`src/rtl/obstacle_ctl_if.sv`:
```
// VGA timing interface consumed by the obstacle controller; only the
// vertical blanking flag is needed to frame-synchronise gate motion.
interface vga_if;
    logic vblnk;

    modport in (input vblnk);
    modport out (output vblnk);
endinterface

```
`src/rtl/obstacle_ctl.sv`:
```
// Gate obstacle controller: lowers, holds and raises the gate once per frame.
// Define OBSTACLE_BOTH_BTN_EN to require both floor buttons (co-op mode).
module obstacle_ctl #(
    parameter int TOP_CLOSED  = 350,
    parameter int TOP_OPEN    = 500,
    parameter int STEP        = 2,
    parameter int HOLD_FRAMES = 120
) (
    input  logic        clk,
    input  logic        rst,
    vga_if.in           vga_in,
    input  logic        btn_a,
    input  logic        btn_b,
    output logic [10:0] obs_top,
    output logic        obs_passable,
    output logic [1:0]  obs_state,
    output logic        frame_tick
);

    localparam int HOLD_W = $clog2(HOLD_FRAMES + 1);

    typedef enum logic [1:0] {
        CLOSED  = 2'd0,
        OPENING = 2'd1,
        OPEN    = 2'd2,
        CLOSING = 2'd3
    } state_t;

    state_t            state;
    logic [HOLD_W-1:0] hold_cnt;
    logic              vblnk_d;
    logic              req;
    logic [11:0]       top_ext;
    logic [11:0]       up_sum;
    logic [11:0]       dn_diff;
    logic              at_open;
    logic              at_closed;
    logic [10:0]       top_up;
    logic [10:0]       top_dn;

`ifdef OBSTACLE_BOTH_BTN_EN
    assign req = btn_a & btn_b;
`else
    assign req = btn_a | btn_b;
`endif

    assign obs_state = state;

    // Widen to 12 bits before stepping so the clamp sees the true result
    // rather than a wrapped one; the underflow guard covers tiny positions.
    always_comb begin
        top_ext   = {1'b0, obs_top};
        up_sum    = top_ext + 12'(STEP);
        dn_diff   = top_ext - 12'(STEP);
        at_open   = (up_sum >= 12'(TOP_OPEN));
        at_closed = (top_ext < 12'(STEP)) || (dn_diff <= 12'(TOP_CLOSED));
        top_up    = at_open   ? 11'(TOP_OPEN)   : up_sum[10:0];
        top_dn    = at_closed ? 11'(TOP_CLOSED) : dn_diff[10:0];
    end

    // vblnk_d comes out of reset high so a vblnk already high at release
    // is not mistaken for a fresh frame start.
    always_ff @(posedge clk) begin
        if (rst) begin
            vblnk_d    <= 1'b1;
            frame_tick <= 1'b0;
        end else begin
            vblnk_d    <= vga_in.vblnk;
            frame_tick <= vga_in.vblnk & ~vblnk_d;
        end
    end

    // The FSM consumes the registered tick, so the gate moves only at the
    // start of vertical blanking and never mid-frame.
    always_ff @(posedge clk) begin
        if (rst) begin
            state        <= CLOSED;
            obs_top      <= 11'(TOP_CLOSED);
            obs_passable <= 1'b0;
            hold_cnt     <= '0;
        end else if (frame_tick) begin
            case (state)
                CLOSED: begin
                    if (req) begin
                        state <= OPENING;
                    end
                end
                OPENING: begin
                    obs_top <= top_up;
                    if (at_open) begin
                        state        <= OPEN;
                        obs_passable <= 1'b1;
                        hold_cnt     <= HOLD_W'(HOLD_FRAMES);
                    end
                end
                OPEN: begin
                    if (req) begin
                        hold_cnt <= HOLD_W'(HOLD_FRAMES);
                    end else if (hold_cnt == HOLD_W'(1)) begin
                        state        <= CLOSING;
                        obs_passable <= 1'b0;
                        hold_cnt     <= '0;
                    end else begin
                        hold_cnt <= hold_cnt - HOLD_W'(1);
                    end
                end
                CLOSING: begin
                    if (req) begin
                        state <= OPENING;
                    end else begin
                        obs_top <= top_dn;
                        if (at_closed) begin
                            state <= CLOSED;
                        end
                    end
                end
            endcase
        end
    end

endmodule
```
`src/flat_wrapper.sv`:
```
// flat-port wrapper written by rule: the top's interface ports become plain ports
module obstacle_ctl_flat 
#(
    parameter int TOP_CLOSED  = 350,
    parameter int TOP_OPEN    = 500,
    parameter int STEP        = 2,
    parameter int HOLD_FRAMES = 120
)
  (clk, rst, btn_a, btn_b, obs_top, obs_passable, obs_state, frame_tick, vga_in_vblnk);
  vga_if vga_in_i ();
  input  logic clk;
  input  logic rst;
  input  logic btn_a;
  input  logic btn_b;
  output logic [10:0] obs_top;
  output logic obs_passable;
  output logic [1:0] obs_state;
  output logic frame_tick;
  input wire logic [$bits(vga_in_i.vblnk)-1:0] vga_in_vblnk;
  assign vga_in_i.vblnk = vga_in_vblnk;
  obstacle_ctl #(.TOP_CLOSED(TOP_CLOSED), .TOP_OPEN(TOP_OPEN), .STEP(STEP), .HOLD_FRAMES(HOLD_FRAMES)) u_core (.clk(clk), .rst(rst), .vga_in(vga_in_i), .btn_a(btn_a), .btn_b(btn_b), .obs_top(obs_top), .obs_passable(obs_passable), .obs_state(obs_state), .frame_tick(frame_tick));
endmodule
```
`config.mk`:
```
export PLATFORM = sky130hd
export DESIGN_NAME = obstacle_ctl_flat
export DESIGN_NICKNAME = d
export VERILOG_FILES = /design/src/rtl/obstacle_ctl_if.sv /design/src/rtl/obstacle_ctl.sv /design/src/flat_wrapper.sv
export SDC_FILE = /design/constraint.sdc
export NUM_CORES = 1
export LEC_CHECK = 0
export ABC_AREA = 1
export CAP_MARGIN = 20
export CORE_MARGIN = 2
export CORE_UTILIZATION = 60
export DETAILED_ROUTE_END_ITERATION = 6
export GPL_ROUTABILITY_DRIVEN = 1
export PLACE_DENSITY = 0.84
export SYNTH_ARGS = -nofsm -noshare
export SYNTH_HDL_FRONTEND = slang
export SYNTH_SLANG_ARGS = --single-unit
```
`constraint.sdc`:
```
create_clock -name clk -period 3 [get_ports clk]
set_input_delay 0.45 -clock clk [delete_from_list [all_inputs] [get_ports clk]]
set_output_delay 0.45 -clock clk [all_outputs]
set_load 0.02 [all_outputs]
```
==> results of run 1 <==
==> flip-flops by register name, summed over array words and instances, names as in the netlist <==
register             count
u_core.hold_cnt          7
u_core.vblnk_d           1
u_core.obs_passable      1
u_core.obs_state         2
u_core.obs_top          10
u_core.frame_tick        1
==> cells in the mapped netlist, types with 2 or more instances <==
cell type	number	share of area
sky130_fd_sc_hd__a21oi_1	16	0.045
sky130_fd_sc_hd__a21oi_2	2	0.0099
sky130_fd_sc_hd__a31oi_1	4	0.014
sky130_fd_sc_hd__buf_4	2	0.0085
sky130_fd_sc_hd__buf_6	2	0.013
sky130_fd_sc_hd__clkbuf_1	2	0.0042
sky130_fd_sc_hd__dfxtp_1	22	0.25
sky130_fd_sc_hd__ha_1	8	0.057
sky130_fd_sc_hd__inv_1	35	0.074
sky130_fd_sc_hd__inv_2	2	0.0042
sky130_fd_sc_hd__nand2_1	71	0.15
sky130_fd_sc_hd__nand2_2	4	0.014
sky130_fd_sc_hd__nand3_1	22	0.062
sky130_fd_sc_hd__nand3_2	3	0.017
sky130_fd_sc_hd__nand4_1	8	0.028
sky130_fd_sc_hd__nor2_1	18	0.038
sky130_fd_sc_hd__nor2_2	5	0.018
sky130_fd_sc_hd__nor2_4	3	0.019
sky130_fd_sc_hd__nor3_1	5	0.014
sky130_fd_sc_hd__nor3_2	2	0.011
sky130_fd_sc_hd__o21ai_0	12	0.034
sky130_fd_sc_hd__o21ai_1	3	0.0085
sky130_fd_sc_hd__xor2_1	6	0.030
==> kinds of logic (layout without fill, tap and decap cells) <==
kind of cell,Yosys count,in the layout
AO/OA/AOI/OAI,41,41
AND/OR/NAND/NOR,146,146
XOR/XNOR,6,6
buffers and inverters,47,61
other,1,1
flip-flops,22,22
adder cells (fa/ha/maj),8,8
==> cell type report <==
type | count | area share
Multi-Input combinational cell | 202 | 0.567
Sequential cell | 22 | 0.222
Clock inverter | 1 | 0.0151
Inverter | 39 | 0.0749
Timing Repair Buffer | 18 | 0.0907
Clock buffer | 3 | 0.0113
Tap cell | 31 | 0.0195
==> routing by layer <==
layer  share of wire  vias up  track usage
met3           0.054       11       0.0154
met2            0.47       52        0.429
li1                -      906            -
met1            0.46      781        0.342
met4           0.023        0       0.0864
met5               0        -            0
==> power breakdown <==
part | switching, mW | internal [mW] | total [mW]
sequential | 0.00325 | 0.295 | 0.298
combinational | 0.0274 | 0.0175 | 0.0449
clock | 0.0931 | 0.135 | 0.228
total | 0.124 | 0.448 | 0.572
==> metrics by stage <==
stage	hold WS, ns	setup slack (ns)	util	total power, mW
after detailed placement	0.389	0.669	0.695	0.349
after CTS	0.407	0.737	0.714	0.572
final	0.402	0.720	0.714	0.572
after floorplan	0.374	0.979	-	0.336
after global placement	0.384	0.740	0.695	0.349
after global routing	0.422	0.528	0.714	0.594
==> final timing paths <==
kind | startpoint | end | slack, ns | cells after the start
worst max-delay path | u_core.obs_top[1] | u_core.obs_top[3] | 0.72 | 16
worst max register to register | u_core.obs_top[1] | u_core.obs_top[3] | 0.72 | 16
worst min-delay path | u_core.vblnk_d | u_core.frame_tick | 0.40 | 1
worst min register to register | u_core.vblnk_d | u_core.frame_tick | 0.40 | 1
==> critical path: cells and delay by family, from the launching register on <==
kind / cells / cell delay, ns
and+or+nand+nor: 13 / 1.09
DFF: 1 / 0.51
adders and majority gates: 1 / 0.36
buffers and inverters: 2 / 0.24
==> out/metrics.cfg, run 1 <==
[status]
run_status=completed

[placement]
gp_congestion=0.892
placedInstanceArea_mm2=0.00193
place.port_buffers=18
placed_cells_incl_taps=312
post-dp-hpwl_mm=3.07

[power_and_ir_drop]
power.leakage_nw=0.961
ir_worst_vdd_mv=0.363
power_per_unit_of_standard_cell_area_mw_per_mm2=288

[timing]
setup_viol_count_final=0
rsz_0062_raised_after_global_routing=false
timing_worst_slew_pin_value_ns=0.602
fmax_ghz=0.439
final-hold-violation-count=0
post-route-period-util=0.760
clock_period_minus_final_worst_setup_slack_ns=2.28
clock-skew-final_ns=0.00555
timing.setup.tns_ns=0
max_slew_margin=0.596
slew_violations=0

[clock_tree]
htree_num_levels=1
postCtsSetupRepairBufs=0
tritoncts=done
cts.sink_count=22
hold_buffers=0
clock_latency_ns=0.31
tritoncts.num_buffers=3
clock_slew_at_the_register_clock_pins_of_the_worst_setup_and_hold_paths_ns=0.13
clock-root-buffer=sky130_fd_sc_hd__clkbuf_4
cts_resized=0
cts-root-to-sink-buffers=2

[logic_synthesis]
synth_compound_area_frac=0.129
yosys_warnings=0
combinational_family_with_the_most_area_after_synthesis=simple AND/OR/NAND/NOR gates
ys_seq_elements=22
synth_edf_count=0
post_synth_mux_area_share=0
postSynthNetCount=284
synth_cell_type_count=37
synth_simple_gate_area_frac=0.419
yosys.area_share.xor_xnor=0.0297
yosys.area_share.adder=0.0566
post_synth_inst_count=271
avgSynthCellArea_um2=6.53
synth_sequential_area_ratio=0.249
synthArstFlopShare=0
syn_area_mm2=0.00177
most_used_dff_post_synth=sky130_fd_sc_hd__dfxtp_1

[worst_setup_path]
timing.critical_path.fanout_max=8
crit_chain=inv_2, ha_1, inv_1, nand2_1, nor2_1, nand3_1, nand2_1, nand2_1, nand2_1, nand2_1, nand2_1, nand2_2, nor2_8, nand3_1, nand3_1, nand2_1
critical_path.endpoint_type=flip-flop
cp_common_cell=sky130_fd_sc_hd__nand2_1
worst_ep_arrival_time_ns=2.50
worst_path_largest_cell_delay_ns=0.51
crit_type=reg -> reg
critical_path.startpoint_type=flip-flop
required_ns=3.22
cp_slowest_cell=sky130_fd_sc_hd__dfxtp_1

[layout]
fin_nets=299
fillers=225
sequential_cell_area_um2=440
syn2layout_area_growth_pct=12.3
final_area_mm2=0.00199
layout.cells.most_common=sky130_fd_sc_hd__nand2_1
multi_input_comb_area_mm2=0.00113
layout.cells.non_filler=316
layout-drive-gt1-share=0.109
num_antenna_cells=0
layout_common_cells=71 x sky130_fd_sc_hd__nand2_1, 35 x sky130_fd_sc_hd__inv_1, 22 x sky130_fd_sc_hd__nand3_1, 22 x sky130_fd_sc_hd__dfxtp_1

[route]
route.final.wire_length_mm=3.93
drt-wirelength-per-cell_um=12.4
final_antenna_net_count=0
detailroute.via_count=1750
drt_iter0_drc=132
vias_per_cell=5.54
first_pass_iters=4
drcViolationCount=0

[grt]
globalRoute.totalOverflow=0
grt_max_degree=14
grt_pass1_wl_mm=6.69
first_global_vias=1510
initial_antenna_violation_count=0
all_layer_global_routing_usage=0.253

[job]
max_cap_viol_count=0

[floorplanning]
top_level_ports=20
rows=19
floorplan.initialDensity=0.636
die_w_um=58.3
die_area_mm2=0.00340
height_of_the_chip_um=58.3
fp.coreArea_mm2=0.00278

[hold_path]
hold_path.class=reg -> reg

Power figures use the tool's default switching activity.
==> run 2: changes to the inputs <==
CORE_UTILIZATION = 56   (was 60)
PLACE_DENSITY = 0.8   (was 0.84)
clock period = 2.17 ns   (was 3 ns; I/O delays follow)
==> out/metrics.cfg, run 2 (synthesized netlist as in run 1, its figures left out) <==
[route]
vias_per_cell=5.46  ; -1.5%
route.final.wire_length_mm=4.44  ; +13%
drt_iter0_drc=166  ; +26%
final_antenna_net_count=0  ; unchanged
first_pass_iters=4  ; unchanged
detailroute.via_count=1855  ; +6.0%
drcViolationCount=0  ; unchanged
drt-wirelength-per-cell_um=13.1  ; +4.9%

[status]
run_status=completed

[timing]
post-route-period-util=0.934  ; +0.174
final-hold-violation-count=0  ; unchanged
setup_viol_count_final=0  ; unchanged
slew_violations=0  ; unchanged
fmax_ghz=0.493  ; +12%
clock_period_minus_final_worst_setup_slack_ns=2.03  ; -0.253 ns
clock-skew-final_ns=0.00723  ; +0.00168 ns

[placement]
gp_congestion=0.942  ; +5.6%
placed_cells_incl_taps=333  ; +6.7%
place.port_buffers=18  ; unchanged
post-dp-hpwl_mm=3.31  ; +7.7%
placedInstanceArea_mm2=0.00201  ; +3.9%

[power_and_ir_drop]
p_switching_mw=0.178  ; +44%
power.leakage_nw=1.02  ; +6.0%
power.share.sequential=0.514  ; -0.008
power_per_unit_of_standard_cell_area_mw_per_mm2=375  ; +30%
clock_power_share=0.401  ; +0.002
internal_power_mw=0.620  ; +38%
power.switching_fraction=0.223  ; +0.00654
power.combinational.fraction=0.085  ; +0.006
ir_worst_vdd_mv=0.319  ; -12%

[grt]
grt_max_degree=14  ; unchanged
grt_pass1_wl_mm=7.22  ; +7.9%
globalRoute.totalOverflow=0  ; unchanged
initial_antenna_violation_count=0  ; unchanged
first_global_vias=1657  ; +9.7%
all_layer_global_routing_usage=0.259  ; +0.00648

[floorplanning]
floorplan.initialDensity=0.584  ; -0.0518
die_area_mm2=0.00362  ; +6.6%
fp.coreArea_mm2=0.00303  ; +8.9%
die_w_um=60.2  ; +3.3%
height_of_the_chip_um=60.2  ; +3.3%
top_level_ports=20  ; unchanged
rows=20  ; +1

[worst_setup_path]
cp_slowest_cell=sky130_fd_sc_hd__dfxtp_4
crit_type=reg -> reg
worst_ep_arrival_time_ns=2.21  ; -0.29 ns
timing.critical_path.fanout_max=4  ; -4
required_ns=2.35  ; -0.87 ns
critical_path.endpoint_type=flip-flop
crit_chain=buf_12, ha_1, buf_4, nand2_1, nand2_1, nand2_1, nand3_1, nor2_2, nand3b_4, nand2_1, a21oi_2, nand2_1, o211ai_1
cp_common_cell=sky130_fd_sc_hd__nand2_1
worst_path_largest_cell_delay_ns=0.38  ; -0.13 ns
critical_path.startpoint_type=flip-flop

[layout]
layout.cells.most_common=sky130_fd_sc_hd__nand2_1
final_area_mm2=0.00213  ; +7.1%
layout_common_cells=70 x sky130_fd_sc_hd__nand2_1, 35 x sky130_fd_sc_hd__inv_1, 21 x sky130_fd_sc_hd__nand3_1, 19 x sky130_fd_sc_hd__dfxtp_1
syn2layout_area_growth_pct=20.2
layout-drive-gt1-share=0.159  ; +0.0500
max_ffs_per_register=10  ; unchanged
max_flop_register=u_core.obs_top
fin_nets=310  ; +3.7%
fillers=279  ; +24%
layout.cells.non_filler=340  ; +7.6%
num_antenna_cells=0  ; unchanged

[clock_tree]
tritoncts=done
htree_num_levels=1  ; unchanged
cts.sink_count=22  ; unchanged
clock_slew_at_the_register_clock_pins_of_the_worst_setup_and_hold_paths_ns=0.13  ; about the same
tritoncts.num_buffers=3  ; unchanged
clock_latency_ns=0.31  ; about the same
cts-root-to-sink-buffers=2  ; unchanged
clock-root-buffer=sky130_fd_sc_hd__clkbuf_4

[job]
max_cap_viol_count=0  ; unchanged

[hold_path]
hold_path.class=reg -> reg

==> run 2: cell count changes in the layout (fill, tap and decap cells not counted), sizes merged <==
cell and change:
buf +11
==> run 2: power by group through the flow <==
stage | Combinational (mW) | Clock (mW) | Sequential [mW]
3_3_place_gp | 0.0649 | 0 | 0.421
2_1_floorplan | 0.0414 | 0 | 0.423
4_1_cts | 0.0668 | 0.325 | 0.413
6_report | 0.0680 | 0.320 | 0.410
5_1_grt | 0.0746 | 0.342 | 0.411
3_5_place_dp | 0.0665 | 0 | 0.421
==> run 2: repair_timing <==
action	in CTS	in global routing
resized for setup	0	10
setup endpoints to repair	0	18
hold buffers	0	0
setup buffers	0	3
==> run 2: critical path, delay by kind of cell, from the launching register on <==
kind	cells	cell delay, ns
compound gates	2	0.19
fa+ha+maj	1	0.20
buf+inv	2	0.27
flops	1	0.38
simple gates	8	0.85
==> run 2: cell type report <==
cell class	instances	area (um^2)	share of cell area
multi-input cells	202	1150	0.539
flip-flops and latches	22	449	0.211
repair buffers	29	275	0.129
inverters	39	149	0.0700
well taps	44	55.1	0.0259
clock inverters	1	30.0	0.0141
clock buffers	3	22.5	0.0106
==> run 2: metal layers <==
| metal | GRT usage | part of all wire | up-vias |
|---|---|---|---|
| li1 | - | - | 926 |
| met1 | 0.343 | 0.45 | 866 |
| met2 | 0.447 | 0.49 | 59 |
| met3 | 0.0281 | 0.052 | 4 |
| met4 | 0.0635 | 0.0054 | 0 |
| met5 | 0 | 0 | - |
==> run 2: worst paths after layout <==
check	startpoint	endpoint	slack, ns	cells after the start
setup / recovery	u_core.obs_top[2]	u_core.obs_top[1]	0.14	13
hold reg to reg	u_core.vblnk_d	u_core.frame_tick	0.40	1
setup reg to reg	u_core.obs_top[2]	u_core.obs_top[1]	0.14	13
hold / removal	u_core.vblnk_d	u_core.frame_tick	0.40	1
==> run 2: per-stage QoR <==
step | setup TNS [ns] | power [mW] | util | worst slack, ns | hold WS, ns
4_1_cts | 0 | 0.805 | 0.681 | 0.0274 | 0.408
6_report | 0 | 0.798 | 0.702 | 0.142 | 0.401
5_1_grt | -0.00901 | 0.827 | 0.702 | -0.00453 | 0.418
3_5_place_dp | 0 | 0.488 | 0.664 | 0.0752 | 0.389
3_3_place_gp | 0 | 0.486 | 0.664 | 0.110 | 0.388
2_1_floorplan | 0 | 0.465 | - | 0.149 | 0.374
==> run 3: changes to the inputs <==
CORE_UTILIZATION = 51   (was 56)
PLACE_DENSITY = 0.76   (was 0.8)
clock period = 1.8 ns   (was 2.17 ns; I/O delays follow)
==> out/metrics.cfg, run 3 (synthesized netlist as in run 1, its figures left out) <==
[timing]
timing_worst_slew_pin_value_ns=0.544
fmax_ghz=0.523  ; +6.0%
post-route-period-util=1.06  ; +0.128
clock-skew-final_ns=0.00786  ; +0.000634 ns
timing.final.ws_setup_ns=-0.113  ; -0.255 ns
worst_hold_slack_ns=0.405  ; +0.00399 ns
max_slew_margin=0.637
final-hold-violation-count=0  ; unchanged
clock_period_minus_final_worst_setup_slack_ns=1.91  ; -0.115 ns
slew_violations=0  ; unchanged
setup_viol_count_final=12  ; +12
rsz_0062_raised_after_global_routing=true

[grt]
grt_pass1_wl_mm=7.62  ; +5.5%
first_global_vias=1788  ; +7.9%
globalRoute.totalOverflow=0  ; unchanged
all_layer_global_routing_usage=0.239  ; -0.0202
initial_antenna_violation_count=0  ; unchanged
grt_max_degree=14  ; unchanged

[worst_setup_path]
timing.reg2reg.setup_slack_ns=-0.11  ; -0.26 ns
crit_type=reg -> reg
critical_path.startpoint_type=flip-flop
critical_r2r_capture=u_core.obs_top[3]
capture_point_of_the_worst_path=u_core.obs_top[3]
critical_path.endpoint_type=flip-flop
required_ns=2.02  ; -0.33 ns
crit_start=u_core.obs_top[2]
critical_path.reg2reg.startpoint=u_core.obs_top[2]
worst_ep_arrival_time_ns=2.13  ; -0.08 ns
timing.critical_path.fanout_max=8  ; +4
r2r.worst_path.cells=12  ; -1

[route]
drcViolationCount=0  ; unchanged
final_antenna_net_count=0  ; unchanged
drt_iter0_drc=127  ; -23%
vias_per_cell=5.36  ; -1.7%
drt-wirelength-per-cell_um=13.0  ; about the same
route.final.wire_length_mm=4.76  ; +7.3%
first_pass_iters=4  ; unchanged
detailroute.via_count=1957  ; +5.5%

[clock_tree]
clock_latency_ns=0.32  ; about the same
cts.sink_count=22  ; unchanged
htree_num_levels=1  ; unchanged
cts-root-to-sink-buffers=2  ; unchanged
clock-root-buffer=sky130_fd_sc_hd__clkbuf_4
tritoncts=done
clock_slew_at_the_register_clock_pins_of_the_worst_setup_and_hold_paths_ns=0.14  ; about the same
tritoncts.num_buffers=3  ; unchanged

[layout]
max_flop_register=u_core.obs_top
syn2layout_area_growth_pct=37.1
layout_common_cells=64 x sky130_fd_sc_hd__nand2_1, 33 x sky130_fd_sc_hd__inv_1, 31 x sky130_fd_sc_hd__buf_4
layout-drive-gt1-share=0.301  ; +0.142
fin_nets=333  ; +7.4%
max_ffs_per_register=10  ; unchanged
num_antenna_cells=0  ; unchanged
layout.cells.most_common=sky130_fd_sc_hd__nand2_1
fillers=269  ; -3.6%

[hold_path]
hold_path.class=reg -> reg

[floorplanning]
die_w_um=62.9  ; +4.5%
floorplan.initialDensity=0.530  ; -0.0541
top_level_ports=20  ; unchanged
height_of_the_chip_um=62.9  ; +4.5%
die_area_mm2=0.00396  ; +9.2%
fp.coreArea_mm2=0.00334  ; +10%
rows=21  ; +5.0%

[placement]
post-dp-hpwl_mm=3.35  ; +1.3%
pre_cts_ws_ns=-0.102  ; -0.178 ns
place.port_buffers=18  ; unchanged
gp_congestion=0.934  ; -0.87%

[power_and_ir_drop]
ir_worst_vdd_mv=0.286  ; -10%
power_per_unit_of_standard_cell_area_mw_per_mm2=403  ; +7.5%
power.leakage_nw=1.14  ; +12%

[job]
max_cap_viol_count=0  ; unchanged

[status]
failed_checks=setup timing
run_status=finished, violations left

run 3: worst max-delay path, stage by stage, from the launching register on:
cell and delay (ns):
sky130_fd_sc_hd__dfxtp_2 0.37, sky130_fd_sc_hd__buf_4 0.15, sky130_fd_sc_hd__nor2_4 0.14, sky130_fd_sc_hd__nand2_2 0.10, sky130_fd_sc_hd__nor2_4 0.14, sky130_fd_sc_hd__xor2_1 0.22, sky130_fd_sc_hd__nand2_1 0.10, sky130_fd_sc_hd__nand2_2 0.10
sky130_fd_sc_hd__nand2_4 0.08, sky130_fd_sc_hd__nor2_8 0.19, sky130_fd_sc_hd__nand3_2 0.10, sky130_fd_sc_hd__nand3_2 0.08, sky130_fd_sc_hd__nand2_1 0.06
run 3: layer usage:
metal	global-route usage	wire, um	vias to the layer above	part of all wire
li1	-	-	982	-
met1	0.300	2040	887	0.43
met2	0.398	2270	73	0.48
met3	0.0288	323	15	0.068
met4	0.128	122	0	0.026
met5	0	0	-	0
run 3: worst min-delay path by stage:
stage | cells past startpoint | start | slack, ns | to
detailed placement | 1 | u_core.vblnk_d | 0.39 | u_core.frame_tick
floorplan | 2 | vga_in_vblnk | 0.37 | u_core.vblnk_d
CTS | 1 | u_core.vblnk_d | 0.41 | u_core.frame_tick
finish | 1 | u_core.vblnk_d | 0.41 | u_core.frame_tick
global route | 1 | u_core.vblnk_d | 0.43 | u_core.frame_tick
global placement | 1 | u_core.vblnk_d | 0.39 | u_core.frame_tick
run 3: per-stage QoR:
step / total power, mW / cell area [um^2] / util / TNS, ns / instances
after global routing: 1.01 / 2420 / 0.727 / -2.96 / 365
after CTS: 0.980 / 2320 / 0.694 / -0.264 / 361
after detailed placement: 0.591 / 2180 / 0.653 / -1.08 / 354
final: 0.977 / 2420 / 0.727 / -0.603 / 365
after global placement: 0.591 / 2180 / 0.653 / -0.0340 / 354
after floorplan: 0.559 / 1790 / - / 0 / 271
run 3: final cells by class:
class / instances / area, um^2 / area share
Inverter: 39 / 154 / 0.0635
Clock inverter: 1 / 30.0 / 0.0124
Multi-Input combinational cell: 202 / 1260 / 0.521
Tap cell: 46 / 57.6 / 0.0237
Sequential cell: 22 / 455 / 0.188
Clock buffer: 3 / 22.5 / 0.00929
Timing Repair inverter: 1 / 5.00 / 0.00206
Timing Repair Buffer: 51 / 437 / 0.180
run 3: timing repair:
| action | CTS | global route |
|---|---|---|
| setup endpoints to repair | 24 | 23 |
| setup buffers | 3 | 3 |
| hold endpoints to repair | 0 | 0 |
| gates resized for setup | 22 | 21 |
| pin swaps | 13 | 9 |
| cloned | 0 | 1 |
| hold buffers | 0 | 0 |
run 3: where the power goes:
group	switching, mW	total, mW	internal, mW
Clock	0.169	0.395	0.225
Combinational	0.0524	0.0902	0.0377
Sequential	0.00483	0.493	0.488
Total	0.227	0.977	0.751
